==> config.mk <==
export PLATFORM = sky130hd
export DESIGN_NAME = med_reminder_scanner
export DESIGN_NICKNAME = d
export VERILOG_FILES = /design/src/rtl/med_reminder_scanner.sv
export SDC_FILE = /design/constraint.sdc
export NUM_CORES = 1
export LEC_CHECK = 0
export CORE_ASPECT_RATIO = 0.9
export CORE_MARGIN = 2
export CORE_UTILIZATION = 45
export CTS_BUF_LIST = sky130_fd_sc_hd__clkbuf_16
export CTS_CLUSTER_SIZE = 8
export DETAILED_ROUTE_END_ITERATION = 10
export HOLD_SLACK_MARGIN = 0.02
export PLACE_DENSITY = 0.81
export SLEW_MARGIN = 20
export SYNTH_ARGS = -nofsm -noshare
export SYNTH_HDL_FRONTEND = slang
export SYNTH_SLANG_ARGS = --single-unit
==> constraint.sdc <==
create_clock -name Clk -period 2.55 [get_ports Clk]
set_clock_uncertainty 0.15 [all_clocks]
set_input_delay 0.6375 -clock Clk [delete_from_list [all_inputs] [get_ports Clk]]
set_output_delay 0.6375 -clock Clk [all_outputs]
set_load 0.005 [all_outputs]
==> src/rtl/med_reminder_scanner.sv <==
// Medication reminder scanner: on every minute tick it walks the medication
// table, decrements each live countdown, writes it back and raises a
// handshaked alert carrying the MedID whenever a countdown reaches zero.
// The RAM ports belong to this block only while Busy is high.
module med_reminder_scanner #(
    parameter int ADDR_W = 4,
    parameter int DEPTH  = 16,
    parameter int DATA_W = 8
) (
    input  logic              Clk,
    input  logic              Rst,
    input  logic              Tick_In,
    output logic              Read_En,
    output logic [ADDR_W-1:0] R_Addr,
    input  logic [DATA_W-1:0] R_Data,
    output logic              Write_En,
    output logic [ADDR_W-1:0] W_Addr,
    output logic [DATA_W-1:0] W_Data,
    output logic              Alert_Valid,
    output logic [3:0]        Alert_MedID,
    input  logic              Alert_Ack,
    output logic              Busy,
    output logic              Tick_Overrun
);

    localparam logic [2:0] S_IDLE  = 3'd0;
    localparam logic [2:0] S_READ  = 3'd1;
    localparam logic [2:0] S_EVAL  = 3'd2;
    localparam logic [2:0] S_WRITE = 3'd3;
    localparam logic [2:0] S_ALERT = 3'd4;
    localparam logic [2:0] S_NEXT  = 3'd5;

    localparam logic [ADDR_W-1:0] LAST_IDX = ADDR_W'(DEPTH - 1);
    localparam logic [ADDR_W-1:0] IDX_ONE  = ADDR_W'(1);

    logic [2:0]        state;
    logic [ADDR_W-1:0] idx;
    logic              tick_pend;
    logic [3:0]        rd_id;
    logic [3:0]        rd_time;
    logic              last_entry;
    logic              start_scan;
    logic              rescan;
    logic              busy_tick;

    assign rd_id      = R_Data[7:4];
    assign rd_time    = R_Data[3:0];
    assign last_entry = (idx == LAST_IDX);
    assign start_scan = (state == S_IDLE) && (Tick_In || tick_pend);
    assign rescan     = (state == S_NEXT) && last_entry && tick_pend;
    assign busy_tick  = Tick_In && (state != S_IDLE);

    // Strobes are gated by reset so an asserted reset suppresses the access
    // already underway in the same cycle.
    assign Read_En     = (state == S_READ) && !Rst;
    assign Write_En    = (state == S_WRITE) && !Rst;
    assign Alert_Valid = (state == S_ALERT);
    assign Busy        = (state != S_IDLE);

    // Main scan sequencer: walks every entry, registers the address and
    // write-back data on state entry so they hold steady outside READ/WRITE.
    always_ff @(posedge Clk) begin
        if (Rst) begin
            state       <= S_IDLE;
            idx         <= '0;
            R_Addr      <= '0;
            W_Addr      <= '0;
            W_Data      <= '0;
            Alert_MedID <= '0;
        end else begin
            case (state)
                S_IDLE: begin
                    if (start_scan) begin
                        state  <= S_READ;
                        idx    <= '0;
                        R_Addr <= '0;
                    end
                end
                S_READ: begin
                    state <= S_EVAL;
                end
                S_EVAL: begin
                    if (rd_id == 4'd0 || rd_time == 4'd0) begin
                        state <= S_NEXT;
                    end else begin
                        state  <= S_WRITE;
                        W_Addr <= idx;
                        W_Data <= {rd_id, rd_time - 4'd1};
                    end
                end
                S_WRITE: begin
                    if (W_Data[3:0] == 4'd0) begin
                        state       <= S_ALERT;
                        Alert_MedID <= W_Data[7:4];
                    end else begin
                        state <= S_NEXT;
                    end
                end
                S_ALERT: begin
                    if (Alert_Ack) begin
                        state <= S_NEXT;
                    end
                end
                S_NEXT: begin
                    if (last_entry) begin
                        if (tick_pend) begin
                            state  <= S_READ;
                            idx    <= '0;
                            R_Addr <= '0;
                        end else begin
                            state <= S_IDLE;
                        end
                    end else begin
                        state  <= S_READ;
                        idx    <= idx + IDX_ONE;
                        R_Addr <= idx + IDX_ONE;
                    end
                end
                default: begin
                    state <= S_IDLE;
                end
            endcase
        end
    end

    // Tick bookkeeping: one tick may wait for the current scan to finish;
    // a further tick while one is already waiting is dropped and flagged.
    always_ff @(posedge Clk) begin
        if (Rst) begin
            tick_pend    <= 1'b0;
            Tick_Overrun <= 1'b0;
        end else begin
            if (start_scan || rescan) begin
                tick_pend <= 1'b0;
            end else if (busy_tick) begin
                tick_pend <= 1'b1;
            end
            if (busy_tick && tick_pend) begin
                Tick_Overrun <= 1'b1;
            end
        end
    end

endmodule
## Word-level counts from Yosys, hierarchy flattened

Index checks and enable logic that the tools add are counted.

| word-level totals | value |
|---|---|
| bits in registers | 25 |
| output and inout bits | 25 |
| word-level logic and storage cells | 52 |

| operators by class | value |
|---|---|
| $add $sub $neg | 2 |
| equal/unequal tests | 9 |
| mux-type cells | 11 |
| bitwise logic cells | 1 |
| reductions and logical operators | 22 |

Operator list:

| operator | number |
|---|---|
| 3-bit case mux with 6 select lines | 1 |
| 4-bit logical NOT | 3 |
| 3-bit 2-to-1 mux | 4 |
| 4-bit 2-to-1 mux | 3 |
| 4-bit case mux with 2 select lines | 1 |
| 1-bit logical AND | 7 |
| 3-bit by 2-bit == test with 1-bit output (second input constant) | 2 |
| 3-bit == test (second input constant) | 2 |
| 2-bit AND reduction | 3 |
| 4-bit by 1-bit adder with 4-bit output (second input constant) | 1 |
| 4-bit == test (second input constant) | 1 |
| 4-bit by 1-bit subtractor with 4-bit output (second input constant) | 1 |
| 3-bit by 1-bit == test with 1-bit output (second input constant) | 1 |
| 3-bit logical NOT | 1 |
| 1-bit logical OR | 3 |
| 3-bit != test (second input constant) | 1 |
| 3-bit AND reduction | 1 |
| 3-bit nonzero test | 1 |
| 1-bit 2-to-1 mux | 2 |
| 2-bit by 1-bit != test with 1-bit output (second input constant) | 1 |
| 2-bit != test (second input constant) | 1 |
| 2-bit nonzero test | 1 |
| 2-bit OR reduction | 1 |
| 1-bit logical NOT | 1 |
| 1-bit inverter | 1 |

## Longest topological paths before layout

Gate-level depths: netlist (run 1).

| depth | value |
|---|---|
| word-level depth | 5 |
| gate-level depth with buffers | 7 |

## Worst setup path before layout (run 1)

Ideal clock, no wire load.

| timing path | value |
|---|---|
| path type | input to register |
| start point | in R_Data[0] |
| end point | reg W_Addr[1] |
| library setup time | 0.128 ns |
| arrival | 1.904 ns |
| required time | 2.272 ns |
| path slack | 0.369 ns |
| stages | 7 |
| buffers on the path | 1 |
| path through | inv_1 ha_1 nor3b_1 nor4_4 buf_6 mux2i_1 nor2_1 |

| on the way | value |
|---|---|
| longest elaborated chain between the ends | 4 |

RTL lines:

| what | RTL line | text |
|---|---|---|
| from (decl) | 15 | `input logic [DATA_W-1:0] R_Data,` |
| 4-bit logical NOT | 83 | `if (rd_id == 4'd0 \|\| rd_time == 4'd0) begin` |
| 1-bit logical OR | 83 |  |
| 1-bit inverter (no source line) | n/a |  |
| 2-bit AND reduction (no source line) | n/a |  |
| to (signal assigned) | 87 | `W_Addr <= idx;` |
| to (decl) | 17 | `output logic [ADDR_W-1:0] W_Addr,` |

Every way passes these cells.
A chain may end at the register's enable or synchronous reset.

## Final worst setup path (run 1)

| timing path | value |
|---|---|
| start point | reg state[2] |
| end point | out Alert_Valid |

| on the way | value |
|---|---|
| longest elaborated chain between the ends | 1 |

RTL lines:

| what | RTL line | text |
|---|---|---|
| from (decl) | 36 | `logic [2:0] state;` |
| from (signal assigned) | 64 | `state <= S_IDLE;` |
| from (signal assigned) | 74 | `state <= S_READ;` |
| from (signal assigned) | 80 | `state <= S_EVAL;` |
| 3-bit == test | 57 | `assign Alert_Valid = (state == S_ALERT);` |
| to (decl) | 19 | `output logic Alert_Valid,` |

Every way passes these cells.

==> flow_summary.yaml, run 1 <==
logic_synthesis:
  ys_warn_count: 0
  synth-adder-area-share_pct: 2.16
  ys_types: 33
  synth-xor-area-share_pct: 2.27
  syn_nets: 139
  synth-seq-cells: 25
  synth.top_cells.by_count: "dfxtp_1 (25), nor2_1 (24), mux2i_1 (12)"
  synth_cells: 125
  async_flop_share_pct: 0
  postSynthAreaPerCell_um2: 9.28
  synth_edf_count: 0
  synth_top_area_share_pct: 43.1
  synth_compound_area_share_pct: 12.9
  synth-seq-area-share_pct: 43.1
  synth.most_common_cell: "dfxtp_1"
  synthSimpleGateAreaFrac_pct: 24.4
  synth_top_family_by_area: "simple AND/OR/NAND/NOR gates"
  synthMuxAreaShare_pct: 10.4
  synthFlopType: "dfxtp_1"
  syn_area_mm2: 0.00116
  synth_largest_area_cell: "dfxtp_1"
  synthTopCellsByArea: "dfxtp_1 (43%), mux2i_1 (10%), nor2_1 (7.8%)"
sta:
  hold_viol_final: 0
  slew_headroom_pct: 66.2
  worstMarginPinSlew_ns: 0.506
  period_share_pct: 96.8
  final_max_slew_viol_count: 0
  setup_viol: 0
  timing.hold.ws_ns: 0.330
  period_minus_slack_ns: 2.47
  tns_ns: 0
  rsz0062_at_grt: "no"
  fmax_mhz: 405
setup_path:
  required_ns: 1.76
  end_kind: "primary output"
  crit_chain: "nor3b_1 > clkdlybuf4s50_1"
  start_kind: "register"
  crit_arrival_ns: 1.68
  reg2regPathDepth: 5
  slowest_stage: "clkdlybuf4s50_1"
  cp_num_cells: 2
  cp_top_family: "buffers and inverters"
  worst-path-buf-inv: 1
  slowest_delay_ns: 0.57
  worstPathMaxFanout: 9
  critical_path_class: "register to primary output"
placement:
  port_buffers: 36
  place_congestion: 0.785
  dp_hpwl_um: 1790
  placed_cells: 186
global_routing:
  grt_max_degree: 24
  grt-ovfl-total: 0
  grtUsageTotal_pct: 18.8
  grt_pass1_vias: 983
  grt_pass1_wl_um: 4380
  antenna_found_initial: 0
floorplanning:
  io_pins: 37
  start_util_pct: 47.4
  die_y_um: 52.2
  core-area_mm2: 0.00245
  die_w_um: 57.5
  dieArea_mm2: 0.00300
  rows: 17
min_path:
  hold_path_class: "register to register"
  holdPathStages: 2
final_layout:
  fin_cells: 190
  area.growth.synth_to_final_pct: 41.4
  diodes: 0
  nets: 177
  layout-drive-gt1-share_pct: 10.5
cts:
  path_clk_slew_ns: 0.06
  cts_tree: "yes"
  clock-sinks: 25
  cts_buffers: 3
  cts_root_buffer: "clkbuf_16"
  post_cts_buffers: 0
  worstSkewPairLatency_ns: 0.26
  cts.path.max_buffers: 2
  htree_levels: 1
  ctsHoldBuffers: 0
power:
  ir_drop_uv: 439
  p_per_area_mw_per_mm2: 568
  leakage_nw: 0.615
detailed_routing:
  drc_errors: 0
  num_vias: 1031
  drt-total-wl_um: 2530
  drt_iter0_drc: 30
  dr.pass1.iters: 4
  via_per_inst: 5.43
  detail-route-antenna-nets: 0
  detail_route.wl_per_cell_um: 13.3
status:
  status: "completed"
run:
  max-cap-violations: 0
worst min-delay path, stage by stage (launching register included):
cell and delay (ns):
dfxtp_1 0.33, a31oi_1 0.04, nor2_1 0.07
final cells by class:
class | instances | area, um^2
tap | 28 | 35.0
multi-input combinational | 88 | 614
timing repair buffer | 41 | 395
inverter | 4 | 15.0
sequential | 25 | 500
clock inverter | 1 | 5.00
fill | 205 | 806
clock buffer | 3 | 75.1
layer usage:
metal / track usage, % / share of wire [%] / vias up
met5: 0 / 0 / -
met4: 7.75 / 1.3 / 0
met3: 2.99 / 5.1 / 5
met2: 31.6 / 49 / 31
met1: 23.9 / 44 / 481
li1: - / - / 514
state kept, by name, indices dropped and copies added (netlist names):
name and flops:
W_Data 8, state 3, tick_pend 1, idx 4, Alert_MedID 4, Tick_Overrun 1, W_Addr 4
where the power goes:
part	switching, mW	internal, mW	leakage (nW)
Clock	0.130	0.211	0.0409
Combinational	0.0719	0.0879	0.371
Sequential	0.0232	0.407	0.202
Total	0.226	0.706	0.615
stage by stage:
| step | instance area [um^2] | utilization [%] | power (mW) | setup slack [ns] |
|---|---|---|---|---|
| after floorplan | 1160 | - | 0.528 | 0.369 |
| after global placement | 1550 | 63.5 | 0.591 | -0.0565 |
| after detailed placement | 1550 | 63.5 | 0.595 | -0.0701 |
| after CTS | 1640 | 66.9 | 0.934 | 0.120 |
| after global routing | 1640 | 67.1 | 0.976 | 0.00836 |
| final | 1640 | 67.1 | 0.931 | 0.0817 |
cell families (layout without fill, tap and decap cells):
family | count (synthesis) | in the layout
muxes | 12 | 12
buffers and inverters | 12 | 49
AOI/OAI and AO/OA | 19 | 19
adders and majority gates | 2 | 2
and+or+nand+nor | 52 | 52
xor gates and xnor gates | 3 | 3
DFF | 25 | 25
worst paths after layout:
check | to | slack (ns) | startpoint
setup / recovery | Alert_Valid | 0.08 | state[2]$_SDFFE_PP0P_
hold / removal | Tick_Overrun$_SDFFE_PP0P_ | 0.33 | Tick_Overrun$_SDFFE_PP0P_
setup reg to reg | W_Data[7]$_SDFFE_PP0P_ | 0.86 | state[1]$_SDFFE_PP0P_
hold reg to reg | Tick_Overrun$_SDFFE_PP0P_ | 0.33 | Tick_Overrun$_SDFFE_PP0P_
timing repair:
item / CTS / global route
gates cloned: 0 / 0
endpoints found under the hold margin: 0 / 0
gates resized for setup: 3 / 1
setup endpoints to repair: 2 / 1
layout by cell type, fill, tap and decap left out, drive strengths merged, types with 2 or more instances in the layout:
cell and count:
buf 5, xnor2 2, clkbuf 3, ha 2, nand2 5, a21oi 4
o21ai 2, a31oi 2, clkdlybuf4s50 34, nor2 24, nand2b 3, nor3 6
nand3 2, dfxtp 25, inv 4, nor3b 3, and4b 2, mux2i 12
dlygate4sd2 2, a211oi 4, nor4 4
(Power assumes the default switching activity.)
==> inputs of run 2 (changes only) <==
GPL_ROUTABILITY_DRIVEN = 0   (was default)
==> results of run 2 <==
No change in the layout: final DEF, timing and power equal those of run 1.
==> inputs of run 3 (changes only) <==
CELL_PAD_IN_SITES_DETAIL_PLACEMENT = 0   (was default)
CELL_PAD_IN_SITES_GLOBAL_PLACEMENT = 1   (was default)
CORE_UTILIZATION = 33   (was 45)
CTS_BUF_LIST = default   (was sky130_fd_sc_hd__clkbuf_16)
PLACE_DENSITY = default   (was 0.81)
PLACE_DENSITY_LB_ADDON = 0.1   (was default)
==> run 3 against run 2 <==
- count of clock-buffer cells in the layout is the same
- largest cell class unchanged
- clock power decreased by 26%
- critical path type unchanged
- register-to-register slack better by 0.05 ns
- combinational power is essentially flat
==> flow_summary.yaml, run 3 (synthesis gave the netlist of run 1 again) <==
status:
  status: "completed"
setup_path:
  slowest_delay_ns: 0.56
  required_ns: 1.76
  worstPathMaxFanout: 9
  end_kind: "primary output"
  critical_path_class: "register to primary output"
  slowest_stage: "clkdlybuf4s50_1"
  start_kind: "register"
  crit_chain: "nor3b_1 > clkdlybuf4s50_1"
  crit_arrival_ns: 1.65
global_routing:
  antenna_found_initial: 0
  grt_max_degree: 20
  grt_pass1_wl_um: 4280
  grt_pass1_vias: 888
  grtUsageTotal_pct: 14.2
  grt-ovfl-total: 0
floorplanning:
  rows: 20
  dieArea_mm2: 0.00401
  die_y_um: 60.2
  core-area_mm2: 0.00338
  start_util_pct: 34.3
  io_pins: 37
  die_w_um: 66.5
sta:
  worstMarginPinSlew_ns: 0.470
  period_minus_slack_ns: 2.44
  rsz0062_at_grt: "no"
  period_share_pct: 95.6
  setup_viol: 0
  tns_ns: 0
  final_max_slew_viol_count: 0
  fmax_mhz: 410
  hold_viol_final: 0
  slew_headroom_pct: 68.6
power:
  power_frac_clock_pct: 29.9
  leakage_nw: 0.606
  switching_share_pct: 27.5
  p_per_area_mw_per_mm2: 514
  internal_power_mw: 0.614
  power_switching_mw: 0.233
  p_seq_share_pct: 50.9
  ir_drop_uv: 392
  combPwrFrac_pct: 19.3
placement:
  post_dp_cell_area_mm2: 0.00160
  port_buffers: 36
  dp_hpwl_um: 1970
detailed_routing:
  detail_route.wl_per_cell_um: 12.6
  drt_iter0_drc: 36
  num_vias: 975
  via_per_inst: 4.67
  drt-total-wl_um: 2630
  detail-route-antenna-nets: 0
  drc_errors: 0
  dr.pass1.iters: 2
cts:
  cts_root_buffer: "clkbuf_8"
  clock-sinks: 25
  cts_tree: "yes"
  htree_levels: 1
  cts.path.max_buffers: 2
  path_clk_slew_ns: 0.09
  worstSkewPairLatency_ns: 0.27
  cts_buffers: 3
  ctsHoldBuffers: 0
final_layout:
  layout_commonest_cell: "clkdlybuf4s50_1"
  top_register: "W_Data"
  layout-drive-gt1-share_pct: 12.1
  diodes: 0
  largest_register_ffs: 8
  nets: 180
  fill_cells: 345
  stdcell_area_mm2: 0.00165
  area.growth.synth_to_final_pct: 42.0
  layout_common_cells: "clkdlybuf4s50_1 (35), nor2_1 (24), dfxtp_1 (23)"
run:
  max-cap-violations: 0
min_path:
  hold_path_class: "register to register"
## run 3: cell types whose count changed in the layout (fill, tap and decap cells not counted), moves of 2 or more
cell / change
buf_4: +3
clkbuf_16: -3
clkbuf_8: +3
dfxtp_1: -2
dfxtp_2: +2
## run 3: repair_timing
action	CTS	global route
hold endpoints to repair	0	0
buffers inserted	0	0
gates resized for setup	1	2
endpoints found under the setup margin	2	3
cloned	0	0
## run 3: final timing paths
| kind | start | to | slack (ns) | depth (start not counted) |
|---|---|---|---|---|
| worst max-delay path | state[2]$_SDFFE_PP0P_ | Alert_Valid | 0.11 | 2 |
| worst min-delay path | Tick_Overrun$_SDFFE_PP0P_ | Tick_Overrun$_SDFFE_PP0P_ | 0.33 | 2 |
| worst max register to register | idx[0]$_SDFFE_PP0P_ | idx[3]$_SDFFE_PP0P_ | 0.91 | 5 |
| worst min register to register | Tick_Overrun$_SDFFE_PP0P_ | Tick_Overrun$_SDFFE_PP0P_ | 0.33 | 2 |
## run 3: area by class of cell
class / instances / area, um^2 / share of cell area [%]
Multi-Input combinational cell: 88 / 604 / 36.7
Sequential cell: 25 / 503 / 30.5
Timing Repair Buffer: 44 / 419 / 25.5
Tap cell: 44 / 55.1 / 3.34
Clock buffer: 3 / 41.3 / 2.51
Inverter: 4 / 15.0 / 0.912
Clock inverter: 1 / 8.76 / 0.532
## run 3: power by group through the flow
| stage | combinational [mW] | sequential, mW | clock (mW) |
|---|---|---|---|
| final | 0.163 | 0.431 | 0.253 |
| after global routing | 0.180 | 0.434 | 0.284 |
| after CTS | 0.165 | 0.429 | 0.271 |
| after detailed placement | 0.165 | 0.438 | 0 |
| after global placement | 0.164 | 0.438 | 0 |
| after floorplan | 0.102 | 0.427 | 0 |
## run 3: worst max-delay path, delay by kind of cell (launching register included)
family / cells / cell delay [ns]
DFF: 1 / 0.49
buffers and inverters: 1 / 0.56
and+or+nand+nor: 1 / 0.33
## run 3: layer usage
metal	global-route usage [%]	vias to the layer above	share of wire, %
met2	19.6	19	41
li1	-	521	-
met1	20.5	433	54
met5	0	-	0
met3	5.46	2	5.1
met4	3.50	0	0.57
## run 3: per-stage QoR
stage	hold slack (ns)	setup slack [ns]	std cells	power (mW)	utilization [%]
6_report	0.327	0.113	209	0.847	48.7
5_1_grt	0.379	0.0260	209	0.898	48.7
4_1_cts	0.332	0.0787	209	0.865	48.7
3_5_place_dp	0.309	-0.0990	205	0.603	47.2
3_3_place_gp	0.300	-0.0963	205	0.602	47.2
2_1_floorplan	0.311	0.369	125	0.528	-
